[config.mk]
export PLATFORM = sky130hd
export DESIGN_NAME = krake_wb_intercon
export DESIGN_NICKNAME = d
export VERILOG_FILES = /design/src/rtl/krake_wb_pkg.sv /design/src/rtl/krake_wb_watchdog.sv /design/src/rtl/krake_wb_intercon.sv
export SDC_FILE = /design/constraint.sdc
export NUM_CORES = 1
export LEC_CHECK = 0
export CORE_AREA = 2 2 94 87
export CTS_BUF_LIST = sky130_fd_sc_hd__clkbuf_4
export DETAILED_ROUTE_END_ITERATION = 16
export DIE_AREA = 0 0 96 89
export PLACE_DENSITY_LB_ADDON = 0.15
export SKIP_CTS_REPAIR_TIMING = 1
export SKIP_LAST_GASP = 1
export SLEW_MARGIN = 20
export SYNTH_ARGS = -nofsm -noshare
export SYNTH_HDL_FRONTEND = slang
export SYNTH_HIERARCHICAL = 1
export SYNTH_SLANG_ARGS = --single-unit
[constraint.sdc]
create_clock -name clk_i -period 2.35 [get_ports clk_i]
set_clock_uncertainty 0.05 [all_clocks]
set_input_delay 0.47 -clock clk_i [delete_from_list [all_inputs] [get_ports clk_i]]
set_output_delay 0.47 -clock clk_i [all_outputs]
set_load 0.02 [all_outputs]
[src/rtl/krake_wb_pkg.sv]
// Shared definitions for the krake Wishbone-style interconnect: FSM encoding,
// default widths and the saturating error-count helper.
package krake_wb_pkg;

  typedef enum logic [1:0] {
    IDLE = 2'd0,
    BUSY = 2'd1,
    ERR  = 2'd2,
    DONE = 2'd3
  } state_t;

  localparam int DEF_NSLV    = 12;
  localparam int DEF_ADR_W   = 8;
  localparam int DEF_DAT_W   = 8;
  localparam int DEF_SEL_W   = 4;
  localparam int DEF_TIMEOUT = 15;
  localparam int CNT_W       = 8;

  function automatic logic [CNT_W-1:0] sat_inc(input logic [CNT_W-1:0] v);
    return (v == {CNT_W{1'b1}}) ? v : v + 1'b1;
  endfunction

endpackage

[src/rtl/krake_wb_watchdog.sv]
// BUSY-cycle watchdog: counts while run is high, cleared whenever clear is high.
// expired is asserted combinationally during the TIMEOUT-th consecutive run cycle.
module krake_wb_watchdog
  import krake_wb_pkg::*;
#(
  parameter int TIMEOUT = DEF_TIMEOUT
) (
  input  logic i_clk,
  input  logic i_rst,
  input  logic i_clear,
  input  logic i_run,
  output logic o_expired
);

  logic [CNT_W-1:0] r_cnt;

  always_ff @(posedge i_clk) begin
    if (i_rst || i_clear) begin
      r_cnt <= '0;
    end else if (i_run) begin
      r_cnt <= sat_inc(r_cnt);
    end
  end

  // r_cnt holds the number of run cycles already completed, so the current
  // cycle is the TIMEOUT-th one when it equals TIMEOUT-1.
  assign o_expired = i_run && (r_cnt == CNT_W'(TIMEOUT - 1));

endmodule

[src/rtl/krake_wb_intercon.sv]
// Single-master to NSLV-slot Wishbone-style intercon with unmapped-slot error reporting.
// Optional BUSY watchdog enabled by defining INTERCON_TIMEOUT_EN.
module krake_wb_intercon
  import krake_wb_pkg::*;
#(
  parameter int NSLV    = DEF_NSLV,
  parameter int ADR_W   = DEF_ADR_W,
  parameter int DAT_W   = DEF_DAT_W,
  parameter int SEL_W   = DEF_SEL_W,
  parameter int TIMEOUT = DEF_TIMEOUT
) (
  input  logic                    clk_i,
  input  logic                    rst_i,
  input  logic                    m_stb_i,
  input  logic                    m_we_i,
  input  logic [ADR_W-1:0]        m_adr_i,
  input  logic [DAT_W-1:0]        m_dat_i,
  output logic [DAT_W-1:0]        m_dat_o,
  output logic                    m_ack_o,
  output logic                    m_err_o,
  input  logic [NSLV-1:0]         slot_en_i,
  output logic [NSLV-1:0]         s_stb_o,
  output logic                    s_we_o,
  output logic [ADR_W-SEL_W-1:0]  s_adr_o,
  output logic [DAT_W-1:0]        s_dat_o,
  input  logic [NSLV*DAT_W-1:0]   s_dat_i,
  input  logic [NSLV-1:0]         s_ack_i,
  output logic [CNT_W-1:0]        err_cnt_o
);

  localparam int LADR_W = ADR_W - SEL_W;
  localparam int NSLOT  = 1 << SEL_W;

  state_t              r_state;
  state_t              w_next;
  logic [SEL_W-1:0]    r_slot;
  logic                r_we;
  logic [LADR_W-1:0]   r_adr;
  logic [DAT_W-1:0]    r_wdat;
  logic [DAT_W-1:0]    r_rdat;
  logic                r_ack;
  logic [CNT_W-1:0]    r_err_cnt;

  logic [SEL_W-1:0]    w_slot;
  logic [NSLOT-1:0]    w_en_ext;
  logic [NSLOT-1:0]    w_ack_ext;
  logic                w_slot_ok;
  logic                w_sel_ack;
  logic                w_capture;
  logic                w_expired;
  logic [DAT_W-1:0]    w_rdat;
  logic [NSLV-1:0]     w_stb;

  // Slots at or beyond NSLV read as disabled after zero-extension, so one
  // lookup covers both the range check and the per-slot enable.
  assign w_slot    = m_adr_i[ADR_W-1 -: SEL_W];
  assign w_en_ext  = NSLOT'(slot_en_i);
  assign w_ack_ext = NSLOT'(s_ack_i);
  assign w_slot_ok = w_en_ext[w_slot];
  assign w_sel_ack = w_ack_ext[r_slot];
  assign w_capture = (r_state == BUSY) && m_stb_i && w_sel_ack;

`ifdef INTERCON_TIMEOUT_EN
  krake_wb_watchdog #(
    .TIMEOUT (TIMEOUT)
  ) u_watchdog (
    .i_clk     (clk_i),
    .i_rst     (rst_i),
    .i_clear   (r_state != BUSY),
    .i_run     (r_state == BUSY),
    .o_expired (w_expired)
  );
`else
  assign w_expired = 1'b0;
`endif

  always_comb begin
    w_rdat = '0;
    w_stb  = '0;
    for (int k = 0; k < NSLV; k++) begin
      if (r_slot == SEL_W'(k)) begin
        w_rdat   = s_dat_i[k*DAT_W +: DAT_W];
        w_stb[k] = (r_state == BUSY);
      end
    end
  end

  always_ff @(posedge clk_i) begin
    if (rst_i) begin
      r_state <= IDLE;
    end else begin
      r_state <= w_next;
    end
  end

  // Strobe removal wins over a same-cycle ack: the master has abandoned the cycle.
  always_comb begin
    w_next = r_state;
    case (r_state)
      IDLE: if (m_stb_i) w_next = w_slot_ok ? BUSY : ERR;
      BUSY: begin
        if (!m_stb_i)       w_next = IDLE;
        else if (w_sel_ack) w_next = DONE;
        else if (w_expired) w_next = ERR;
      end
      ERR:  w_next = DONE;
      DONE: if (!m_stb_i) w_next = IDLE;
      default: w_next = IDLE;
    endcase
  end

  always_ff @(posedge clk_i) begin
    if (rst_i) begin
      r_slot    <= '0;
      r_we      <= 1'b0;
      r_adr     <= '0;
      r_wdat    <= '0;
      r_rdat    <= '0;
      r_ack     <= 1'b0;
      r_err_cnt <= '0;
    end else begin
      r_ack <= w_capture;
      if (r_state == IDLE && m_stb_i) begin
        r_slot <= w_slot;
        r_we   <= m_we_i;
        r_adr  <= m_adr_i[LADR_W-1:0];
        r_wdat <= m_dat_i;
      end
      if (w_capture && !r_we) begin
        r_rdat <= w_rdat;
      end
      if (r_state == ERR) begin
        r_err_cnt <= sat_inc(r_err_cnt);
      end
    end
  end

  assign s_stb_o   = w_stb;
  assign s_we_o    = r_we;
  assign s_adr_o   = r_adr;
  assign s_dat_o   = r_wdat;
  assign m_dat_o   = r_rdat;
  assign m_ack_o   = r_ack;
  assign m_err_o   = (r_state == ERR);
  assign err_cnt_o = r_err_cnt;

endmodule

## Word-level counts from Yosys, hierarchy flattened

Index checks and enable logic that the tools add are counted.

| cells by class | value |
|---|---|
| add/subtract/negate cells | 1 |
| magnitude comparators | 2 |
| eq/ne operators | 18 |
| muxes and demuxes | 34 |
| bitwise operators | 1 |
| reductions and logical operators | 9 |

Operator list:

| kind | number |
|---|---|
| $mux 8 | 12 |
| $eq 4x3->1 const B | 4 |
| $eq 4x4->1 const B | 4 |
| $mux 1 | 14 |
| $lt 4x5->1 const B | 2 |
| $mux 2 | 5 |
| $add 8x1->8 const B | 1 |
| $bmux 1 s4 | 2 |
| $eq 4x2->1 const B | 2 |
| $eq 8x8->1 const B | 1 |
| $pmux 2 s4 | 1 |
| $eq 2x2->1 const B | 2 |
| $eq 4x1->1 const B | 1 |
| $logic_and 1x1->1 | 4 |
| $logic_not 4->1 | 1 |
| $ne 2x2->1 const B | 2 |
| $ne 3x3->1 const B | 1 |
| $reduce_and 3->1 | 1 |
| $eq 2x1->1 const B | 1 |
| $logic_not 2->1 | 1 |
| $reduce_and 2->1 | 1 |
| $logic_not 1->1 | 1 |
| $not 1->1 | 1 |

| word-level totals | value |
|---|---|
| bits in registers | 36 |
| logic and storage cells | 73 |

## Logic depth before layout (Yosys ltp)

Gate-level depths: netlist of run 1.

| logic depth | value |
|---|---|
| word-level depth | 13 |
| gate-level depth with buffers | 8 |
| mapped depth without buffers | 5 |

## Worst setup path before layout of run 1

OpenSTA, ideal clock, no wires.

| path | value |
|---|---|
| path kind | register to output |
| start | reg r_slot[0] |
| end | out s_stb_o[6] |
| data arrival time | 1.649 ns |
| required time | 1.830 ns |
| slack | 0.181 ns |
| stages on the path, launching flop included | 6 |
| path through | dfxtp_1 -> buf_6 -> buf_4 -> buf_2 -> buf_2 -> nor4_1 |

| on the way | value |
|---|---|
| word-level cells in the longest chain between the ends | 2 |

RTL lines:

| item | RTL line | source |
|---|---|---|
| start: declaration | krake_wb_intercon.sv:36 | `logic [SEL_W-1:0] r_slot;` |
| start signal: assignment | krake_wb_intercon.sv:124 | `r_slot <= w_slot;` |
| $eq 4x3->1 | krake_wb_intercon.sv:81 | `if (r_slot == SEL_W'(k)) begin` |
| $mux 1 | krake_wb_intercon.sv:81 |  |
| end: declaration | krake_wb_intercon.sv:22 | `output logic [NSLV-1:0] s_stb_o,` |

No other way between the ends.

## Final worst setup path of run 1

| path | value |
|---|---|
| start | reg r_state[0] |
| end | out m_err_o |

| on the way | value |
|---|---|
| word-level cells in the longest chain between the ends | 1 |

RTL lines:

| item | RTL line | source |
|---|---|---|
| start: declaration | krake_wb_intercon.sv:34 | `state_t r_state;` |
| start signal: assignment | krake_wb_intercon.sv:92 | `r_state <= w_next;` |
| $eq 2x2->1 | krake_wb_intercon.sv:144 | `assign m_err_o = (r_state == ERR);` |
| end: declaration | krake_wb_intercon.sv:20 | `output logic m_err_o,` |

No other way between the ends.

==> results.md, run 1 <==
- Hold depth: 2
- FF-to-FF path depth: 6
- CTS Root Cell: clkbuf_4
- Slowest cell on crit path: clkdlybuf4s50_1
- Syn_area_per_cell: 7.94 µm²
- Met3 wire len: 716 µm
- First-pass GRT wire length: 14.7 mm
- Logic pwr share: 0.376
- Routed len/inst: 15.7 µm
- Final worst-path setup slack: 0.137 ns
- Number of vias per cell: 5.38
- Max Clock Freq: 452 MHz
- DRC errors left: 0
- Max-slew violation count: 0
- FF+latch count, synth: 36
- CTS tree: done
- Setup WS pre-CTS: between 0.04 and 0.05 ns
- R2R Setup Slk: 0.20 ns
- Longest Clk Path Bufs: 2
- Max Cap Viol: 0
- Post-Synthesis Cells: ~340
- HP Class: register to register
- Rows: 30
- RSZ-0062 raised after global routing: false
- Clk sinks: 36
- GRT overflow: 0
- Worst Tran Pin Value: 0.585 ns
- Internal power: 1.55 mW
- Seq pwr share: 0.320
- Gr usage total: 0.222
- DP HPWL: about 8.1 mm
- Crit-path cells: buf_4 -> nand2b_1 -> inv_1 -> clkdlybuf4s50_1
- Ant. Diodes: 0
- Placer congestion estimate: about 0.8
- Synthesized cell area: 0.00272 mm²
- Detailed Route WL: 9.78 mm
- Worst EP required: 1.83 ns
- Core area: 0.00747 mm²
- Met1 wire length: 4.08 mm
- Drt first pass iters: 4
- Hold wc startpoint: s_dat_o[6]
- Largest net degree at the start of global routing: 23
- Clock group share of total power: 0.304
- Die Y: 89 µm
- Setup crit start kind: register
- Top FF cell, synth: dfxtp_1
- R2R Path Start: r_slot[0]
- WL met2: 4.81 mm
- Design Power: 2.14 mW
- CP Max Fanout: 6
- Worst R2R End: m_dat_o[7]
- Final Hold Viols: 0
- Number of enable flip-flop cells after synthesis: 0
- Final antenna-violating net count: 0
- LEAKAGE: 1.95 nW
- Share of layout cells above drive strength 1: 0.127
- CP arrival: 1.69 ns
- Highest metal used: met4
- Largest stage delay, worst path: ~0.60 ns
- Ports: 183
- Initial antenna violation count: 0
- Syn Nets: 483
- Count of input and output buffers: 182
- Power per cell area: 439 mW/mm²
- Share of flip-flops with an asynchronous set or reset: 0
- Relative slew slack: 0.610
- Iter 0 DRT Violations: 78
- Worst setup path class: register to output port
- Endpoint type of the worst setup path: output port
- Synthesis-to-finish area growth: 79.7%
- Distinct cell type count after synthesis: 57
- Die footprint: 0.00854 mm²
- Via count: about 3400
- Outcome: complete, no violations
- Crit share post-route: 0.942
- Peak VDD IR: 0.276 mV
- Total CTS buffers: 5
- Worst-Skew Late Latency: 0.35 ns
- CTS clk-pin slew, worst paths: ~0.11 ns
- Psw: 0.593 mW
- Fin nets: 668
- WHS Endpoint: s_dat_o[6]
- Min Tclk post-route: ~2.2 ns
- Initial Utilization: 0.364
- Post-layout util: 0.654
- # H-tree levels: 2
- Ys Warns: 6
- Final setup viols: 0
- Post-synthesis sequential area ratio: 0.265
- Sw Share: 0.277
- Vias in the first global route: 3164
- Die X: 96 µm
[how the worst max path moves through the flow]
stage	start	endpoint	slack [ns]
after floorplan	r_slot[0]	s_stb_o[6]	0.18
after global placement	m_adr_i[4]	r_state[0]	0.08
after detailed placement	m_adr_i[4]	r_state[0]	0.04
after CTS	r_slot[2]	s_stb_o[6]	-0.27
after global routing	r_slot[0]	m_dat_o[3]	0.02
final	r_state[0]	m_err_o	0.14
[placed cells by master (no fill, tap or decap), types with 2 or more instances in the layout]
cell	count
nor3_1	7
dfxtp_4	3
inv_1	8
clkdlybuf4s50_1	170
mux4_2	10
nor2b_4	2
bufinv_16	3
o21a_1	2
o22ai_1	8
nor4_1	6
dfxtp_1	32
nor2b_1	3
dlymetal6s2s_1	12
a211oi_1	2
o32ai_1	2
a21oi_1	35
o31ai_1	4
and3b_1	4
a31oi_1	7
mux2i_1	13
nor2_1	31
clkbuf_4	5
o21ai_0	10
nand3_1	13
nand4_1	6
mux2_2	13
nand2b_1	10
xor2_1	4
or3_1	4
buf_4	21
nand2_1	46
nand3b_1	2
[area by class of cell]
class / instances / area, µm²
Clock inverter: 3 / 90.1
Multi-Input combinational cell: 272 / 1850
Clock buffer: 5 / 37.5
Sequential cell: 36 / 733
Tap cell: 96 / 120
Inverter: 9 / 37.5
Timing Repair Buffer: 203 / 2010
Fill cell: 648 / 2590
[layer usage]
layer | up-vias | track usage
met5 | - | 0
met4 | 0 | 0.0403
met3 | 17 | 0.0540
met2 | 128 | 0.401
met1 | 1578 | 0.269
li1 | 1633 | -
[power groups by stage]
stage	Sequential, mW	Combinational, mW	Clock (mW)
after floorplan	0.715	0.373	0
after global placement	0.696	0.794	0
after detailed placement	0.697	0.803	0
after CTS	0.684	0.806	0.667
after global routing	0.692	0.872	0.693
final	0.686	0.806	0.651
[logic make-up (layout without fill, tap and decap cells)]
group                    Yosys count  after routing  synth area share
AND/OR/NAND/NOR                  142            142             0.255
AO/OA/AOI/OAI                     88             88             0.213
multiplexers                      36             36             0.185
flip-flops                        36             36             0.265
buffers and inverters             34            220            0.0617
XOR/XNOR                           5              5            0.0161
adder cells (fa/ha/maj)            1              1           0.00461
[metrics by stage]
stage                     hold WS [ns]  instances  area [µm²]  TNS [ns]
final                            0.413        624        4880         0
after floorplan                  0.485        342        2720         0
after CTS                        0.414        624        4820     -2.19
after detailed placement         0.396        616        4690         0
after global placement           0.392        616        4690         0
after global routing             0.436        624        4880         0
[state kept, by name, indices dropped and copies added, names as in the netlist]
name       count
s_adr_o        4
s_we_o         1
r_slot         4
m_dat_o        8
r_state        2
m_ack_o        1
err_cnt_o      8
s_dat_o        8
[worst max-delay path: cells and delay by family (launching register included)]
kind / cells / cell delay [ns]
buf+inv: 3 / 0.85
flops: 1 / 0.33
simple gates: 1 / 0.16
[cell usage after synthesis, types with 2 or more instances]
| cell | instances | area [µm²] |
|---|---|---|
| nand2_1 | 46 | 173 |
| dfxtp_1 | 36 | 721 |
| a21oi_1 | 35 | 175 |
| nor2_1 | 31 | 116 |
| mux2_2 | 13 | 146 |
| mux2i_1 | 13 | 130 |
| nand3_1 | 13 | 65.1 |
| buf_2 | 11 | 55.1 |
| mux4_2 | 10 | 225 |
| nand2b_1 | 10 | 62.6 |
| o21ai_0 | 10 | 50.1 |
| clkbuf_1 | 9 | 33.8 |
| inv_1 | 8 | 30.0 |
| nor3_1 | 8 | 40.0 |
| o22ai_1 | 8 | 50.1 |
| a31oi_1 | 7 | 43.8 |
| nand4_1 | 6 | 37.5 |
| nor4_1 | 6 | 37.5 |
| nor2b_1 | 5 | 31.3 |
| and3b_1 | 4 | 35.0 |
| o31ai_1 | 4 | 30.0 |
| or3_1 | 4 | 25.0 |
| xor2_1 | 4 | 35.0 |
| buf_4 | 3 | 22.5 |
| a211oi_1 | 2 | 15.0 |
| buf_6 | 2 | 22.5 |
| nand3b_1 | 2 | 15.0 |
| o21a_1 | 2 | 15.0 |
| o32ai_1 | 2 | 17.5 |
(Power assumes the default switching activity.)
==> run 2, diff against run 1 <==
--- a/config.mk
+++ b/config.mk
@@ -5,10 +5,10 @@
 export SDC_FILE = /design/constraint.sdc
 export NUM_CORES = 1
 export LEC_CHECK = 0
-export CORE_AREA = 2 2 94 87
+export CORE_AREA = 2 2 89 91
 export CTS_BUF_LIST = sky130_fd_sc_hd__clkbuf_4
 export DETAILED_ROUTE_END_ITERATION = 16
-export DIE_AREA = 0 0 96 89
+export DIE_AREA = 0 0 91 93
 export PLACE_DENSITY_LB_ADDON = 0.15
 export SKIP_CTS_REPAIR_TIMING = 1
 export SKIP_LAST_GASP = 1
==> run 2 against run 1 <==
  * Clock power fell by 31%
  * The flow now finishes with violations (negative setup slack)
  * Register-to-register slack barely moved
  * Sequential power barely moved
  * Critical path type unchanged
  * Largest cell class unchanged
  * Final area fell by 0.90%
  * Power fell by 9.1%
  * Utilization fell by 1.1 points
  * Combinational power rose by 1%
==> results.md, run 2 (same netlist as run 1, synthesis figures left out) <==
- CP Max Fanout: 8
- Via count: 3391
- R2R Path Start: r_slot[0]
- HP Class: register to register
- Worst-Skew Late Latency: ~0.35 ns
- LEAKAGE: 1.92 nW
- Peak VDD IR: 0.410 mV
- # H-tree levels: 2
- Endpoint type of the worst setup path: output port
- Count of input and output buffers: ~180
- Hold depth: 2
- DP HPWL: 8.68 mm
- Longest Clk Path Bufs: 2
- Setup TNS: -0.0750 ns
- Die footprint: 0.00846 mm²
- Hold wc startpoint: s_dat_o[7]
- Min Tclk post-route: 2.43 ns
- Fin nets: 671
- Drt first pass iters: 5
- Max-slew violation count: 0
- Power per cell area: 403 mW/mm²
- RSZ-0062 raised after global routing: true
- Routed len/inst: between 15 and 20 µm
- Synthesis-to-finish area growth: 78.1%
- GR Util met3: 0.0701
- Largest net degree at the start of global routing: 20
- Worst EP required: 1.83 ns
- Max Cap Viol: 0
- Ports: 183
- Post-Place Cell Area: 0.00472 mm²
- Final antenna-violating net count: 0
- WHS Endpoint: s_dat_o[7]
- Initial Utilization: 0.361
- Vias in the first global route: between 3000 and 4000
- Ant. Diodes: 0
- FF-to-FF path depth: 7
- Most common cell after layout, fill and taps aside: clkdlybuf4s50_1
- CTS clk-pin slew, worst paths: 0.12 ns
- CTS Root Cell: clkbuf_4
- Detailed Route WL: 10.6 mm
- Die X: 91 µm
- CP arrival: 1.91 ns
- R2R Setup Slk: 0.21 ns
- Setup crit start kind: register
- Worst Tran Pin Value: around 0.57 ns
- Final setup viols: 1
- Crit share post-route: 1.03
- Max Clock Freq: 412 MHz
- Placer congestion estimate: 0.817
- Number of vias per cell: roughly 5.4
- Core area: 0.00753 mm²
- Worst R2R End: m_dat_o[3]
- Design area: 0.00484 mm²
- Failing checks: negative setup slack
- DRC errors left: 0
- Most frequent cells in the layout: clkdlybuf4s50_1, nand2_1, a21oi_1
- Share of layout cells above drive strength 1: 0.124
- Met1 usage: 0.278
- First-pass GRT wire length: ~17 mm
- Iter 0 DRT Violations: 151
- Rows: 32
- Final Hold Viols: 0
- Die Y: 93 µm
- Final worst-path setup slack: -0.0750 ns
- Outcome: finished with violations
- Initial antenna violation count: 0
- Total CTS buffers: 5
- CTS tree: done
- Worst setup path class: register to output port
- GRT overflow: 0
- Gr usage total: 0.244
- WHS: between 0.4 and 0.5 ns
- M2 GR Usage: 0.444
- Relative slew slack: 0.617
- Layer with the highest usage: met2
- Clk sinks: 36
==> run 2: area by class of cell <==
class | count | area [µm²]
Multi-Input combinational cell | 272 | 1840
Tap cell | 102 | 128
Inverter | 9 | 33.8
Timing Repair Buffer | 206 | 2030
Clock buffer | 5 | 37.5
Sequential cell | 36 | 727
Fill cell | 672 | 2690
Clock inverter | 3 | 42.5
==> run 2: how the worst max path moves through the flow <==
| stage | end | start | depth (start not counted) | slack (ns) |
|---|---|---|---|---|
| after floorplan | s_stb_o[6] | r_slot[0] | 5 | 0.18 |
| after global placement | r_state[0] | m_adr_i[4] | 6 | 0.09 |
| after detailed placement | r_state[0] | m_adr_i[4] | 6 | 0.05 |
| after CTS | s_stb_o[11] | r_slot[3] | 5 | -0.23 |
| after global routing | s_stb_o[4] | r_slot[2] | 3 | -0.24 |
| final | s_stb_o[4] | r_slot[2] | 3 | -0.08 |
==> run 2: metal layers <==
metal / up-vias / wire, µm
li1: 1639 / -
met4: 0 / 210
met5: - / 0
met1: 1556 / 4170
met2: 179 / 5330
met3: 17 / 934
==> run 2: power breakdown <==
part | leakage (nW) | internal [mW] | total (mW) | switching (mW)
sequential | 0.295 | 0.647 | 0.685 | 0.0374
combinational | 1.59 | 0.466 | 0.818 | 0.352
clock | 0.0412 | 0.222 | 0.446 | 0.224
total | 1.92 | 1.34 | 1.95 | 0.614
==> run 2: worst max-delay path: stages, from the launching register on <==
cell and delay (ns):
dfxtp_1 0.48, nor4b_2 0.30, and2_1 0.17, clkdlybuf4s50_1 0.60
==> run 2: metrics by stage <==
stage	util	total power [mW]	cells	setup slack [ns]
global route	0.643	2.05	633	-0.244
CTS	0.638	1.95	633	-0.233
finish	0.643	1.95	633	-0.0750
floorplan	-	1.09	342	0.181
detailed placement	0.627	1.51	625	0.0533
global placement	0.627	1.50	625	0.0909
==> run 3, diff against run 2 <==
--- a/config.mk
+++ b/config.mk
@@ -9,6 +9,7 @@
 export CTS_BUF_LIST = sky130_fd_sc_hd__clkbuf_4
 export DETAILED_ROUTE_END_ITERATION = 16
 export DIE_AREA = 0 0 91 93
+export HOLD_SLACK_MARGIN = 0.1
 export PLACE_DENSITY_LB_ADDON = 0.15
 export SKIP_CTS_REPAIR_TIMING = 1
 export SKIP_LAST_GASP = 1
==> results of run 3 <==
No change in the layout: final DEF, timing and power equal those of run 2.
